`config.mk`:
```
export PLATFORM = sky130hd
export DESIGN_NAME = nec_ir_tx
export DESIGN_NICKNAME = d
export VERILOG_FILES = /design/src/rtl/nec_ir_tx.sv
export SDC_FILE = /design/constraint.sdc
export NUM_CORES = 1
export LEC_CHECK = 0
export ABC_AREA = 1
export BUFFER_PORTS_ARGS = -buffer_cell sky130_fd_sc_hd__buf_4
export CAP_MARGIN = 20
export CORE_ASPECT_RATIO = 0.7
export CORE_UTILIZATION = 40
export DETAILED_ROUTE_END_ITERATION = 10
export GPL_TIMING_DRIVEN = 1
export SLEW_MARGIN = 20
export SYNTH_ARGS = -nofsm -noshare
export SYNTH_HDL_FRONTEND = slang
export SYNTH_SLANG_ARGS = --single-unit
```
`constraint.sdc`:
```
create_clock -name clk -period 4 [get_ports clk]
set_clock_uncertainty 0.05 [all_clocks]
set_input_delay 0.4 -clock clk [delete_from_list [all_inputs] [get_ports clk]]
set_output_delay 0.4 -clock clk [all_outputs]
set_load 0.02 [all_outputs]
```
`src/rtl/nec_ir_tx.sv`:
```
// NEC infrared transmitter: serialises a 32-bit word (or a repeat code) into the
// NEC mark/space envelope and gates it with a square-wave carrier for the IR LED.
module nec_ir_tx #(
    parameter int TICK_DIV    = 28125,
    parameter int CARRIER_DIV = 658,
    parameter int GAP_UNITS   = 72
) (
    input  logic        clk,
    input  logic        reset,
    input  logic        start,
    input  logic        repeat_code,
    input  logic [31:0] word,
    output logic        busy,
    output logic        done,
    output logic        ir_env,
    output logic        ir_out
);

    localparam int UCW  = $clog2(TICK_DIV);
    localparam int CCW  = (CARRIER_DIV > 1) ? $clog2(CARRIER_DIV) : 1;
    localparam int MAXU = (GAP_UNITS > 16) ? GAP_UNITS : 16;
    localparam int DW   = $clog2(MAXU + 1);
    localparam logic [UCW-1:0] UNIT_LAST = UCW'(TICK_DIV - 1);
    localparam logic [CCW-1:0] CAR_LAST  = CCW'(CARRIER_DIV - 1);

    typedef enum logic [2:0] {
        IDLE, LEAD_MARK, LEAD_SPACE, BIT_MARK, BIT_SPACE, STOP_MARK, GAP
    } state_t;

    state_t         state, state_nxt;
    logic [UCW-1:0] unit_cnt, unit_nxt;
    logic [DW-1:0]  idx, idx_nxt;
    logic [4:0]     bit_cnt, bit_nxt;
    logic [31:0]    shreg, sh_nxt;
    logic           rpt, rpt_nxt;
    logic [CCW-1:0] car_cnt, car_cnt_nxt;
    logic           car_ph, car_ph_nxt;
    logic           unit_tick, last_unit, done_nxt;

    // Length of a state in NEC units; bit spaces depend on the bit being sent.
    function automatic logic [DW-1:0] units_of(state_t s, logic r, logic b);
        case (s)
            LEAD_MARK:  return DW'(16);
            LEAD_SPACE: return r ? DW'(4) : DW'(8);
            BIT_SPACE:  return b ? DW'(3) : DW'(1);
            GAP:        return DW'(GAP_UNITS);
            default:    return DW'(1);
        endcase
    endfunction

    function automatic logic is_mark(state_t s);
        return (s == LEAD_MARK) || (s == BIT_MARK) || (s == STOP_MARK);
    endfunction

    function automatic logic is_final(state_t s);
        return (s == GAP) || ((s == STOP_MARK) && (GAP_UNITS == 0));
    endfunction

    always_comb begin
        state_nxt   = state;
        unit_nxt    = unit_cnt;
        idx_nxt     = idx;
        bit_nxt     = bit_cnt;
        sh_nxt      = shreg;
        rpt_nxt     = rpt;
        car_cnt_nxt = '0;
        car_ph_nxt  = 1'b0;
        unit_tick   = (unit_cnt == UNIT_LAST);
        last_unit   = unit_tick && (idx == units_of(state, rpt, shreg[31]) - 1'b1);

        if (state == IDLE) begin
            unit_nxt = '0;
            idx_nxt  = '0;
            bit_nxt  = '0;
            if (start) begin
                state_nxt = LEAD_MARK;
                sh_nxt    = word;
                rpt_nxt   = repeat_code;
            end
        end else begin
            unit_nxt = unit_tick ? '0 : unit_cnt + 1'b1;
            if (unit_tick)
                idx_nxt = idx + 1'b1;
            if (last_unit) begin
                idx_nxt = '0;
                case (state)
                    LEAD_MARK:  state_nxt = LEAD_SPACE;
                    LEAD_SPACE: state_nxt = rpt ? STOP_MARK : BIT_MARK;
                    BIT_MARK:   state_nxt = BIT_SPACE;
                    BIT_SPACE: begin
                        sh_nxt    = {shreg[30:0], 1'b0};
                        bit_nxt   = bit_cnt + 1'b1;
                        state_nxt = (bit_cnt == 5'd31) ? STOP_MARK : BIT_MARK;
                    end
                    STOP_MARK:  state_nxt = (GAP_UNITS > 0) ? GAP : IDLE;
                    default:    state_nxt = IDLE;
                endcase
            end
        end

        // Every mark is entered from a different state, so entry restarts the carrier high.
        if (is_mark(state_nxt) && (state_nxt != state)) begin
            car_ph_nxt = 1'b1;
        end else if (is_mark(state_nxt)) begin
            car_cnt_nxt = (car_cnt == CAR_LAST) ? '0 : car_cnt + 1'b1;
            car_ph_nxt  = (car_cnt == CAR_LAST) ? ~car_ph : car_ph;
        end

        // Registered done: flag the coming cycle if it is the last cycle of the frame.
        done_nxt = is_final(state_nxt) && (unit_nxt == UNIT_LAST) &&
                   (idx_nxt == units_of(state_nxt, rpt_nxt, sh_nxt[31]) - 1'b1);
    end

    always_ff @(posedge clk) begin
        if (reset) begin
            state    <= IDLE;
            unit_cnt <= '0;
            idx      <= '0;
            bit_cnt  <= '0;
            shreg    <= '0;
            rpt      <= 1'b0;
            car_cnt  <= '0;
            car_ph   <= 1'b0;
            busy     <= 1'b0;
            done     <= 1'b0;
            ir_env   <= 1'b0;
            ir_out   <= 1'b0;
        end else begin
            state    <= state_nxt;
            unit_cnt <= unit_nxt;
            idx      <= idx_nxt;
            bit_cnt  <= bit_nxt;
            shreg    <= sh_nxt;
            rpt      <= rpt_nxt;
            car_cnt  <= car_cnt_nxt;
            car_ph   <= car_ph_nxt;
            busy     <= (state_nxt != IDLE);
            done     <= done_nxt;
            ir_env   <= is_mark(state_nxt);
            ir_out   <= is_mark(state_nxt) & car_ph_nxt;
        end
    end

endmodule
```
# --- Word-level counts from Yosys, hierarchy flattened ---
# Cells that the tools add are included.
classes:
  addsub: 6
  n_eq_ne: 20
  mux: 26
  bitwise: 3
  n_reduce_logical: 14
op_table:
  columns: ["operator", "count"]
  rows:
  - ["$mux W32", 4]
  - ["$pmux W7 S4", 2]
  - ["$eq A15 B15 Y1 const B", 2]
  - ["$mux W15", 2]
  - ["$mux W7", 3]
  - ["$eq A3 B3 Y1 const B", 6]
  - ["$add A15 B1 Y15 const B", 1]
  - ["$mux W3", 5]
  - ["$pmux W3 S5", 1]
  - ["$eq A7 B7 Y1", 2]
  - ["$sub A7 B1 Y7 const B", 2]
  - ["$eq A3 B2 Y1 const B", 4]
  - ["$add A10 B1 Y10 const B", 1]
  - ["$eq A10 B10 Y1 const B", 1]
  - ["$mux W4", 2]
  - ["$add A7 B1 Y7 const B", 1]
  - ["$eq A3 B1 Y1 const B", 2]
  - ["$add A5 B1 Y5 const B", 1]
  - ["$eq A5 B5 Y1 const B", 1]
  - ["$mux W1", 5]
  - ["$logic_and A1 B1 Y1", 4]
  - ["$mux W2", 2]
  - ["$reduce_bool A2 Y1", 2]
  - ["$reduce_or A4 Y1", 1]
  - ["10 further kinds", 12]
totals:
  ff_bits: 78
  input_bits: 36
  output_inout_bits: 4
  word_cells: 82

# --- Logic depth before layout (Yosys ltp) ---
# Gate-level depths: netlist of the first run.
logic_depth:
  ltp_word: 13
  ltp_mapped: 28

# --- Worst setup path after synthesis of the first run ---
# No wires, ideal clock.
synth_timing:
  path_kind: "register to register"
  start: "register state[1]"
  end: "register done"
  setup_time_ns: 0.064
  t_arrival_ns: 2.970
  slack_ns: 0.916
  stages_incl_launch_ff: 28
  n_path_buf: 0
  synth_period_minus_slack_ns: 3.084
  path_cell_list: "dfxtp_1 > inv_2 > nand2_1 > nor2_1 > nand2_1 > ha_1 > nand2_1 > nand2_1 > nor2_1 > nand2_1 > nor2_1 > nand2_1 > nor2_4 > nand2_4 > nor2_4 > inv_2 > a21oi_1 > o21ai_0 > nand2_1 > nand3_1 > ha_1 > nand4_1 > nand3_1 > nor2_1 > nand3_1 > nor2_1 > nand2_1 > nor2_1"
synth_via:
  elab_chain_len: 12
  elab_cells_between_ends: 34
  classes_between: "add/sub: 2; eq/ne: 13; mux: 15; reduce/logical: 4"
synth_lines:
  columns: ["item", "line_no", "text"]
  rows:
  - ["start, declared", "30", "state_t state, state_nxt;"]
  - ["start signal, assigned", "129", "state <= state_nxt;"]
  - ["$eq A3 B3 Y1 (tied with other cells)", "42", "case (s)"]
  - ["$pmux W7 S4", "42", null]
  - ["$sub A7 B1 Y7", "69", "last_unit = unit_tick && (idx == units_of(state, rpt, shreg[31]) - 1'b1);"]
  - ["$eq A7 B7 Y1", "69", null]
  - ["$logic_and A1 B1 Y1", "69", null]
  - ["$mux W3 / $mux W32 (equally long branches)", "84", "if (last_unit) begin"]
  - ["$mux W3 / $mux W32 (equally long branches)", "71", "if (state == IDLE) begin"]
  - ["$eq A3 B3 Y1 (tied with other cells)", "42, 56", null]
  - ["$pmux W7 S4", "42", null]
  - ["$sub A7 B1 Y7", "111", "(idx_nxt == units_of(state_nxt, rpt_nxt, sh_nxt[31]) - 1'b1);"]
  - ["$eq A7 B7 Y1", "111", null]
  - ["$logic_and A1 B1 Y1 (*)", "110", "done_nxt = is_final(state_nxt) && (unit_nxt == UNIT_LAST) &&"]
  - ["end signal, assigned", "138", "done <= done_nxt;"]
  - ["end, declared", "14", "output logic done,"]
# Every way passes the cells marked *; elsewhere a longest branch is shown, timed or not. The select of a mux whose other input is x is not followed.
# A chain may end at the register's enable or synchronous reset.

# --- Worst setup path in the final report of the first run ---
layout_timing:
  start: "register state[0]"
  end: "register done"
# Same word-level chain as after synthesis.

==> insert_results.sql, run 1 <==
INSERT INTO impl_metrics (metric_group, metric, value, unit) VALUES
('logic_synthesis', 'syn_nets', '660', ''),
('drt', 'wire_per_inst', '12.4', 'um'),
('global_route', 'gr-max-usage-layer', 'met1', ''),
('global_route', 'gr-usage-met1', '28.9', '%'),
('layout', 'utilization', '49.6', '%'),
('timing', 'final_hold_viol_count', '0', ''),
('setup_path', 'crit_path_arrival_time', '3640', 'ps'),
('timing', 'grt_setup_unrepaired', 'false', ''),
('floorplan', 'starting_density', '42.1', '%'),
('clocking', 'clk_pin_slew_worst_paths', '60', 'ps'),
('timing', 'report.final.setup_viol', '0', ''),
('drt', 'postRouteWirelength', '9670', 'um'),
('logic_synthesis', 'synth_top_family_by_area', 'simple AND/OR/NAND/NOR gates', ''),
('floorplan', 'dieArea', '10900', 'um^2'),
('layout', 'most-common-layout-cells', 'nand2_1 (195), dfxtp_1 (78), nor2_1 (67)', ''),
('clocking', 'numCtsBuffers', '9', ''),
('logic_synthesis', 'synth.lib_cells_used.distinct', '36', ''),
('layout', 'drive_above_1_share', '15.9', '%'),
('setup_path', 'timing.critical_path.fanout_max', '9', ''),
('setup_path', 'critical_path.reg2reg.startpoint', 'state[0]', ''),
('layout', 'antenna_cells_inserted', '0', ''),
('clocking', 'cts_hold_buffers', '0', ''),
('floorplan', 'fp.coreArea', '9910', 'um^2'),
('timing', 'timing_max_transition_violations_final', '0', ''),
('setup_path', 'worst_path_slowest_cell', 'dfxtp_1', ''),
('timing', 'worst_hold_slack', '290', 'ps'),
('global_route', 'antenna_found_initial', '0', ''),
('hold_path', 'whs_endpoint', 'shreg[0]', ''),
('drt', 'route.antenna.remaining_nets', '0', ''),
('clocking', 'buffers_inserted_during_post_cts_setup_optimization', '0', ''),
('clocking', 'ctsResizeCount', '0', ''),
('drt', 'drtIter0Drc', '240', ''),
('global_route', 'grt_overflow', '0', ''),
('global_route', 'largest_net_degree_at_the_start_of_global_routing', '57', ''),
('layout', 'synthToLayoutAreaGrowth', '17.7', '%'),
('logic_synthesis', 'mappedNetlistArea', '4170', 'um^2'),
('power', 'power.density_cell_area', '387', 'nW/um^2'),
('timing', 'setup_total_negative_slack', '0', 'ps'),
('setup_path', 'timing.reg2reg.worst_path_depth', '26', ''),
('logic_synthesis', 'post_synth_and_or_nand_nor_area_fraction', '38.8', '%'),
('logic_synthesis', 'synth_fa_ha_area_share', '2.70', '%'),
('clocking', 'tritoncts_clock_tree', 'done', ''),
('logic_synthesis', 'synthesis.instances', '615', ''),
('placed_design', 'number_of_instances_in_the_placed_design', '767', ''),
('clocking', 'cts_root_cell', 'clkbuf_16', ''),
('layout', 'layout.cells.non_filler', '782', ''),
('setup_path', 'critPathMostFrequentCell', 'nand2_1', ''),
('setup_path', 'crit_path_start_kind', 'register', ''),
('clocking', 'cts.path.max_buffers', '2', ''),
('job', 'cap_viol_max_count', '0', ''),
('setup_path', 'critPathCaptureType', 'register', ''),
('logic_synthesis', 'synth_compound_gate_area_share', '10.1', '%'),
('power', 'static-leakage-power', '2.03', 'nW'),
('drt', 'routed_via_density', '4.88', ''),
('status', 'outcome', 'finished, final reports clean', ''),
('hold_path', 'min-delay-path-class', 'primary input to register', ''),
('placed_design', 'dpl.hpwl', '7110', 'um'),
('setup_path', 'highest_cell_delay_on_the_worst_timing_path', '530', 'ps'),
('timing', 'fmax', '0.292', 'GHz'),
('drt', 'detailroute.via_count', '3814', ''),
('logic_synthesis', 'synth.ff_latch_count', '78', ''),
('layout', 'finish.net_count', '695', ''),
('layout', 'final_common_cell', 'nand2_1', ''),
('power', 'vdd_ir_drop_max', '0.000200', 'V'),
('setup_path', 'regToRegSetupSlack', '570', 'ps'),
('clocking', 'clock_sink_count', '78', ''),
('timing', 'maxSlewHeadroom', '58.5', '%'),
('logic_synthesis', 'share_of_the_synthesized_netlist_area_taken_by_xor_and_xnor_gates', '2.52', '%'),
('global_route', 'groute.usage.overall', '19.2', '%'),
('floorplan', 'dieHeight', '87.5', 'um'),
('global_route', 'first_global_vias', '3476', '');
[stage by stage]
stage / cell area, um^2 / setup WS [ps]
2_1_floorplan: 4170 / 916
3_3_place_gp: 4570 / 732
3_5_place_dp: 4570 / 616
4_1_cts: 4910 / 600
5_1_grt: 4910 / 205
6_report: 4910 / 573
[layout make-up]
type / instances / area, um^2
clock buffers: 10 / 239
clock inverters: 5 / 106
fillers: 982 / 5000
inverters: 73 / 274
multi-input cells: 447 / 2260
flip-flops and latches: 78 / 1560
well taps: 128 / 160
repair buffers: 41 / 308
[logic make-up (layout without fill, tap and decap cells)]
kind of cell             Yosys count  in the layout
AND/OR/NAND/NOR                  359            359
buffers and inverters             90            129
flip-flops                        78             78
AO/OA/AOI/OAI                     67             67
XOR/XNOR                          12             12
adder cells (fa/ha/maj)            9              9
[worst max-delay path by stage]
stage             start    to  slack [ps]  cells past startpoint
2_1_floorplan  state[1]  done         920                     27
3_3_place_gp   state[0]  done         730                     26
3_5_place_dp   state[0]  done         620                     26
4_1_cts        state[0]  done         600                     26
5_1_grt        state[1]  done         210                     27
6_report       state[0]  done         570                     26
[Yosys cell counts]
cell type	count	area (um^2)
nor2_1	68	255
nand3_1	35	175
o21a_1	2	15.0
nor2_2	6	37.5
o221ai_1	1	8.76
buf_2	7	35.0
nand3_2	3	30.0
a31oi_1	31	194
nand3_4	2	35.0
o21ai_4	1	16.3
xor2_1	9	78.8
o21a_4	1	15.0
nand2_4	3	33.8
clkbuf_1	9	33.8
nand4_1	16	100
nor4_1	2	12.5
inv_1	62	233
nand2_2	9	56.3
nor3_2	2	20.0
nand3b_1	1	7.51
ha_1	9	113
xnor2_1	3	26.3
a21oi_1	9	45.0
o211ai_1	1	7.51
nor3_1	8	40.0
buf_4	1	7.51
a21oi_2	3	26.3
dfxtp_1	78	1560
nand2_1	195	732
clkinv_1	1	3.75
or2_2	1	6.26
nor2_4	6	67.6
o21bai_1	2	15.0
and3_1	2	12.5
o21ai_0	16	80.1
inv_2	10	37.5
[routing by layer]
layer	up-vias	part of all wire, %	wire, um
li1	2051	-	-
met1	1702	55	5300
met2	59	40	3880
met3	2	4.7	458
met4	0	0.30	29
met5	-	0	0
[sequential cells by signal (all words and copies together), names as in the netlist, 3 cells and up]
signal / flops
shreg: 32
unit_cnt: 15
car_cnt: 10
idx: 7
bit_cnt: 5
state: 3
[worst max-delay path: cells and delay by family (launching register included)]
kind	cells	cell delay, ps
AO/OA/AOI/OAI	2	240
buffers and inverters	2	180
flip-flops	1	530
adder cells (fa/ha/maj)	2	590
AND/OR/NAND/NOR	20	1770
[power by group]
part | switching (mW) | total [mW] | internal, mW | leakage [nW]
registers | 0.0147 | 0.817 | 0.802 | 0.635
logic | 0.0886 | 0.150 | 0.0613 | 1.23
clock network | 0.310 | 0.935 | 0.625 | 0.165
Power figures use the tool's default switching activity.
==> inputs of run 2 (changes only) <==
--- a/config.mk
+++ b/config.mk
@@ -12,6 +12,7 @@
 export CORE_UTILIZATION = 40
 export DETAILED_ROUTE_END_ITERATION = 10
 export GPL_TIMING_DRIVEN = 1
+export PLACE_DENSITY = 0.62
 export SLEW_MARGIN = 20
 export SYNTH_ARGS = -nofsm -noshare
 export SYNTH_HDL_FRONTEND = slang
==> run 2 against run 1 <==
Critical path depth unchanged. Sequential cell count unchanged. Design area down 0.74%. Critical endpoint unchanged.
==> insert_results.sql, run 2 (synthesis gave the netlist of run 1 again) <==
INSERT INTO impl_metrics (metric_group, metric, value, unit) VALUES
('clocking', 'cts.path.max_buffers', '2', ''),
('layout', 'drive_above_1_share', '16.0', '%'),
('layout', 'multi_input_logic_area', '2260', 'um^2'),
('floorplan', 'placement_rows', '30', ''),
('clocking', 'buffers_inserted_during_post_cts_setup_optimization', '0', ''),
('layout', 'largest-register', 'shreg', ''),
('setup_path', 'crit_path_start_kind', 'register', ''),
('global_route', 'grt_first_pass_wirelength', '16100', 'um'),
('floorplan', 'starting_density', '42.1', '%'),
('global_route', 'groute.usage.overall', '18.9', '%'),
('power', 'power.share.switching', '23.2', '%'),
('global_route', 'grt_overflow', '0', ''),
('timing', 'final_period_minus_worst_setup_slack', '3420', 'ps'),
('job', 'cap_viol_max_count', '0', ''),
('layout', 'fillerInstances', '1006', ''),
('global_route', 'globalRouteMet2Util', '26.9', '%'),
('layout', 'flip_flop_count_of_the_largest_register_all_copies_and_words_added', '32', ''),
('timing', 'final_hold_viol_count', '0', ''),
('floorplan', 'io_pins', '40', ''),
('drt', 'routed_via_density', '5.03', ''),
('power', 'seq_power_share', '45.4', '%'),
('layout', 'ff_latch_area', '1560', 'um^2'),
('drt', 'drc', '0', ''),
('global_route', 'first_global_vias', '3481', ''),
('setup_path', 'cp-startpoint', 'state[0]', ''),
('placed_design', 'dpl.hpwl', '7080', 'um'),
('power', 'power.density_cell_area', '368', 'nW/um^2'),
('setup_path', 'cp-endpoint', 'done', ''),
('drt', 'route.antenna.remaining_nets', '0', ''),
('clocking', 'numCtsBuffers', '9', ''),
('clocking', 'tritoncts_clock_tree', 'done', ''),
('setup_path', 'worst-endpoint-required', '4220', 'ps'),
('power', 'static-leakage-power', '2.02', 'nW'),
('layout', 'most-common-layout-cells', 'nand2_1 (195), dfxtp_1 (78), nor2_1 (67)', ''),
('clocking', 'h_tree_depth', '3', ''),
('drt', 'drtPass1Iterations', '5', ''),
('status', 'outcome', 'finished, final reports clean', ''),
('timing', 'maxSlewHeadroom', '58.8', '%'),
('layout', 'synthToLayoutAreaGrowth', '16.8', '%'),
('clocking', 'clk_pin_slew_worst_paths', '60', 'ps'),
('drt', 'drtIter0Drc', '316', ''),
('power', 'power.internal', '1.38', 'mW'),
('floorplan', 'fp.coreArea', '9910', 'um^2'),
('timing', 'report.final.setup_viol', '0', ''),
('global_route', 'antenna_found_initial', '0', ''),
('global_route', 'globalRouteMet3Util', '3.99', '%'),
('placed_design', 'port_buffers', '39', ''),
('layout', 'final_common_cell', 'nand2_1', ''),
('setup_path', 'critPathCaptureType', 'register', ''),
('global_route', 'gr-usage-met1', '28.3', '%'),
('clocking', 'ctsResizeCount', '0', ''),
('power', 'clkPwrFrac', '46.2', '%'),
('hold_path', 'min-delay-path-class', 'primary input to register', ''),
('layout', 'top_regs', 'shreg: 32 flops, unit_cnt: 15 flops, car_cnt: 10 flops', ''),
('clocking', 'clock_sink_count', '78', ''),
('floorplan', 'dieHeight', '87.5', 'um'),
('power', 'p_comb_share', '8.4', '%'),
('placed_design', 'last_weighted_congestion_value_of_the_routability_driven_placer', '0.844', ''),
('setup_path', 'worstReg2RegEnd', 'done', ''),
('global_route', 'gr-max-usage-layer', 'met1', ''),
('floorplan', 'dieArea', '10900', 'um^2'),
('timing', 'layout_worst_path_cycle_share', '85.6', '%'),
('floorplan', 'fp.dieW', '124', 'um'),
('clocking', 'insertion_delay', '330', 'ps'),
('setup_path', 'timing.reg2reg.worst_path_depth', '26', ''),
('layout', 'antenna_cells_inserted', '0', ''),
('drt', 'wire_per_inst', '12.2', 'um'),
('setup_path', 'critPathKind', 'register to register', ''),
('clocking', 'cts_hold_buffers', '0', ''),
('setup_path', 'regToRegSetupSlack', '580', 'ps'),
('timing', 'tightestPinTransition', '618', 'ps'),
('setup_path', 'timing.critical_path.fanout_max', '9', ''),
('layout', 'finish.net_count', '695', ''),
('setup_path', 'crit_path_arrival_time', '3640', 'ps'),
('drt', 'postRouteWirelength', '9590', 'um'),
('timing', 'timing_max_transition_violations_final', '0', ''),
('setup_path', 'critical_path.reg2reg.startpoint', 'state[0]', ''),
('clocking', 'cts_root_cell', 'clkbuf_16', ''),
('drt', 'detailroute.via_count', '3936', ''),
('power', 'power.net_switching', '417', 'uW'),
('global_route', 'largest_net_degree_at_the_start_of_global_routing', '57', ''),
('power', 'power.total', '1.80', 'mW'),
('timing', 'fmax', '0.292', 'GHz'),
('timing', 'grt_setup_unrepaired', 'false', ''),
('timing', 'setup_total_negative_slack', '0', 'ps'),
('power', 'vdd_ir_drop_max', '0.000181', 'V');
run 2: cell count changes in the layout (fill, tap and decap cells not counted), sizes merged:
cell and change:
clkbuf +1, clkinv +2, bufinv -2
run 2: worst max-delay path: stages (launching register included):
cell and delay (ps):
dfxtp_1 540, inv_2 120, nand2_4 110, nand2_2 70, ha_1 310, nand2_1 100, nand2_1 50, nor2_1 80
nand2_1 50, nor2_1 80, nand2_1 90, nor2_4 160, nand2_4 130, nor2_4 120, inv_2 70, a21oi_1 120
o21ai_0 120, nand2_1 80, nand3_1 70, ha_1 290, nand4_1 90, nand3_1 80, nor2_1 90, nand3_1 80
nor2_1 90, nand2_1 50, nor2_1 70
run 2: worst min-delay path by stage:
stage,startpoint,endpoint,cells past startpoint
finish,word[17],shreg[17],3
CTS,word[17],shreg[17],3
detailed placement,bit_cnt[2],bit_cnt[2],1
floorplan,bit_cnt[2],bit_cnt[2],1
global placement,shreg[0],shreg[0],2
global route,word[20],shreg[20],3
run 2: final cells by class:
class / instances / share of cell area (%)
repair buffers: 41 / 6.31
flip-flops and latches: 78 / 32.0
well taps: 128 / 3.28
clock inverters: 5 / 1.15
multi-input cells: 447 / 46.4
inverters: 73 / 5.62
clock buffers: 11 / 5.18
run 2: per-layer routing:
layer | routed length, um | share of wire [%]
met3 | 564 | 5.9
met2 | 3880 | 40
met5 | 0 | 0
met1 | 5050 | 53
met4 | 99 | 1.0
run 2: stage by stage:
stage          utilization [%]  worst slack, ps  cells  area [um^2]  hold WS, ps
6_report                  49.2              577    783         4880          297
5_1_grt                   49.2              195    783         4880          301
4_1_cts                   49.2              610    783         4880          291
3_5_place_dp              46.1              631    767         4570          408
3_3_place_gp              46.1              739    767         4570          406
2_1_floorplan                -              916    615         4170          384
run 2: power by group through the flow:
stage	Clock [mW]	Combinational [mW]	Sequential [mW]
2_1_floorplan	0	0.0991	0.831
3_5_place_dp	0	0.151	0.833
4_1_cts	0.849	0.151	0.816
3_3_place_gp	0	0.149	0.833
6_report	0.830	0.150	0.817
5_1_grt	0.883	0.168	0.819
==> inputs of run 3 (changes only) <==
--- a/config.mk
+++ b/config.mk
@@ -9,10 +9,10 @@
 export BUFFER_PORTS_ARGS = -buffer_cell sky130_fd_sc_hd__buf_4
 export CAP_MARGIN = 20
 export CORE_ASPECT_RATIO = 0.7
-export CORE_UTILIZATION = 40
+export CORE_UTILIZATION = 59
 export DETAILED_ROUTE_END_ITERATION = 10
 export GPL_TIMING_DRIVEN = 1
-export PLACE_DENSITY = 0.62
+export PLACE_DENSITY = 0.83
 export SLEW_MARGIN = 20
 export SYNTH_ARGS = -nofsm -noshare
 export SYNTH_HDL_FRONTEND = slang
==> run 3 against run 2 <==
Routed wire length fell by 3.0%. Sequential power about the same. Power fell by 12%. Clock power fell by 27%. Setup slack got worse by 68 ps. Final cell count decreased by 4.3%.
==> insert_results.sql, run 3 (synthesis gave the netlist of run 1 again) <==
INSERT INTO impl_metrics (metric_group, metric, value, unit) VALUES
('status', 'outcome', 'finished, final reports clean', ''),
('global_route', 'largest_net_degree_at_the_start_of_global_routing', '57', ''),
('layout', 'multi_input_logic_area', '2260', 'um^2'),
('clocking', 'clock_sink_count', '78', ''),
('drt', 'detailroute.via_count', '3944', ''),
('floorplan', 'fp.coreArea', '6790', 'um^2'),
('drt', 'drtPass1Iterations', '5', ''),
('layout', 'drive_above_1_share', '16.0', '%'),
('layout', 'most-common-layout-cells', 'nand2_1 (195), dfxtp_1 (78), nor2_1 (67)', ''),
('drt', 'postRouteWirelength', '9300', 'um'),
('timing', 'tightestPinTransition', '602', 'ps'),
('setup_path', 'crit_path_arrival_time', '3730', 'ps'),
('timing', 'final_period_minus_worst_setup_slack', '3490', 'ps'),
('global_route', 'antenna_found_initial', '0', ''),
('timing', 'final_hold_viol_count', '0', ''),
('layout', 'largest-register', 'shreg', ''),
('clocking', 'insertion_delay', '350', 'ps'),
('timing', 'grt_setup_unrepaired', 'false', ''),
('timing', 'setup_total_negative_slack', '0', 'ps'),
('power', 'static-leakage-power', '1.97', 'nW'),
('timing', 'report.final.setup_viol', '0', ''),
('floorplan', 'starting_density', '61.5', '%'),
('layout', 'flip_flop_count_of_the_largest_register_all_copies_and_words_added', '32', ''),
('global_route', 'grt_first_pass_wirelength', '15700', 'um'),
('setup_path', 'critPathCaptureType', 'register', ''),
('power', 'vdd_ir_drop_max', '0.000191', 'V'),
('layout', 'top_regs', 'shreg: 32 flops, unit_cnt: 15 flops, car_cnt: 10 flops', ''),
('clocking', 'buffers_inserted_during_post_cts_setup_optimization', '0', ''),
('global_route', 'grt_overflow', '0', ''),
('layout', 'post-route-cell-area', '4730', 'um^2'),
('layout', 'fillerInstances', '565', ''),
('global_route', 'groute.usage.overall', '27.2', '%'),
('clocking', 'cts_root_cell', 'clkbuf_8', ''),
('job', 'cap_viol_max_count', '0', ''),
('setup_path', 'timing.critical_path.fanout_max', '9', ''),
('layout', 'finish.net_count', '695', ''),
('drt', 'routed_via_density', '5.27', ''),
('floorplan', 'dieHeight', '72.4', 'um'),
('clocking', 'numCtsBuffers', '9', ''),
('layout', 'final_common_cell', 'nand2_1', ''),
('timing', 'layout_worst_path_cycle_share', '87.3', '%'),
('setup_path', 'crit_path_start_kind', 'register', ''),
('floorplan', 'io_pins', '40', ''),
('clocking', 'cts.path.max_buffers', '2', ''),
('clocking', 'tritoncts_clock_tree', 'done', ''),
('floorplan', 'placement_rows', '25', ''),
('clocking', 'cts_hold_buffers', '0', ''),
('clocking', 'clk_pin_slew_worst_paths', '90', 'ps'),
('clocking', 'ctsResizeCount', '0', ''),
('drt', 'drc', '0', ''),
('placed_design', 'dpl.hpwl', '6790', 'um'),
('layout', 'antenna_cells_inserted', '0', ''),
('layout', 'synthToLayoutAreaGrowth', '13.4', '%'),
('drt', 'wire_per_inst', '12.4', 'um'),
('timing', 'timing_max_transition_violations_final', '0', ''),
('global_route', 'first_global_vias', '3445', ''),
('timing', 'maxSlewHeadroom', '59.9', '%'),
('floorplan', 'dieArea', '7420', 'um^2'),
('power', 'power.density_cell_area', '333', 'nW/um^2'),
('drt', 'drtIter0Drc', '242', ''),
('placed_design', 'dpl-instance-area', '4530', 'um^2'),
('layout', 'ff_latch_area', '1560', 'um^2'),
('floorplan', 'fp.dieW', '103', 'um'),
('hold_path', 'min-delay-path-class', 'primary input to register', ''),
('setup_path', 'worst-endpoint-required', '4240', 'ps'),
('timing', 'fmax', '0.286', 'GHz'),
('drt', 'route.antenna.remaining_nets', '0', ''),
('placed_design', 'last_weighted_congestion_value_of_the_routability_driven_placer', '0.863', ''),
('placed_design', 'port_buffers', '39', ''),
('clocking', 'h_tree_depth', '3', ''),
('setup_path', 'critPathKind', 'register to register', '');
==> run 3: area by class of cell <==
cell class / count / area share, %
Clock inverter: 6 / 1.45
Inverter: 73 / 5.79
Timing Repair Buffer: 41 / 6.50
Tap cell: 94 / 2.49
Sequential cell: 78 / 33.0
Multi-Input combinational cell: 447 / 47.9
Clock buffer: 10 / 2.91
==> run 3: routing by layer <==
| metal | GRT usage [%] | vias to the layer above | routed length, um |
|---|---|---|---|
| met5 | 0 | - | 0 |
| met4 | 5.87 | 0 | 95 |
| met3 | 7.71 | 10 | 609 |
| met2 | 40.7 | 116 | 4070 |
| met1 | 38.7 | 1774 | 4530 |
| li1 | - | 2044 | - |
==> run 3: power breakdown <==
group,internal (mW),total (mW),switching [mW]
registers,0.801,0.816,0.0151
clock network,0.308,0.610,0.301
logic,0.0612,0.150,0.0885
==> run 3: path summary, 6_finish.rpt <==
kind	startpoint	slack, ps	to	cells past startpoint
setup reg to reg	state[0]	510	done	26
setup / recovery	state[0]	510	done	26
hold / removal	word[0]	250	shreg[0]	3
hold reg to reg	bit_cnt[2]	430	bit_cnt[2]	1
==> run 3: worst max-delay path, stage by stage (launching register included) <==
cell and delay (ps):
dfxtp_1 550, inv_2 130, nand2_4 110, nand2_2 70
ha_1 300, nand2_1 90, nand2_1 50, nor2_1 80
nand2_1 50, nor2_1 80, nand2_1 80, nor2_4 150
nand2_4 130, nor2_4 120, inv_2 70, a21oi_1 120
o21ai_0 130, nand2_1 90, nand3_1 80, ha_1 300
nand4_1 90, nand3_1 80, nor2_1 80, nand3_1 80
nor2_1 90, nand2_1 60, nor2_1 90
==> run 3: per-stage QoR <==
stage          std cells  setup slack, ps  util, %  power (mW)  hold WS (ps)
5_1_grt              749              177     69.7        1.64           256
6_report             749              509     69.7        1.58           252
3_5_place_dp         733              614     66.7       0.982           413
4_1_cts              749              547     69.7        1.59           244
3_3_place_gp         733              773     66.7       0.978           401
2_1_floorplan        615              916        -       0.930           384
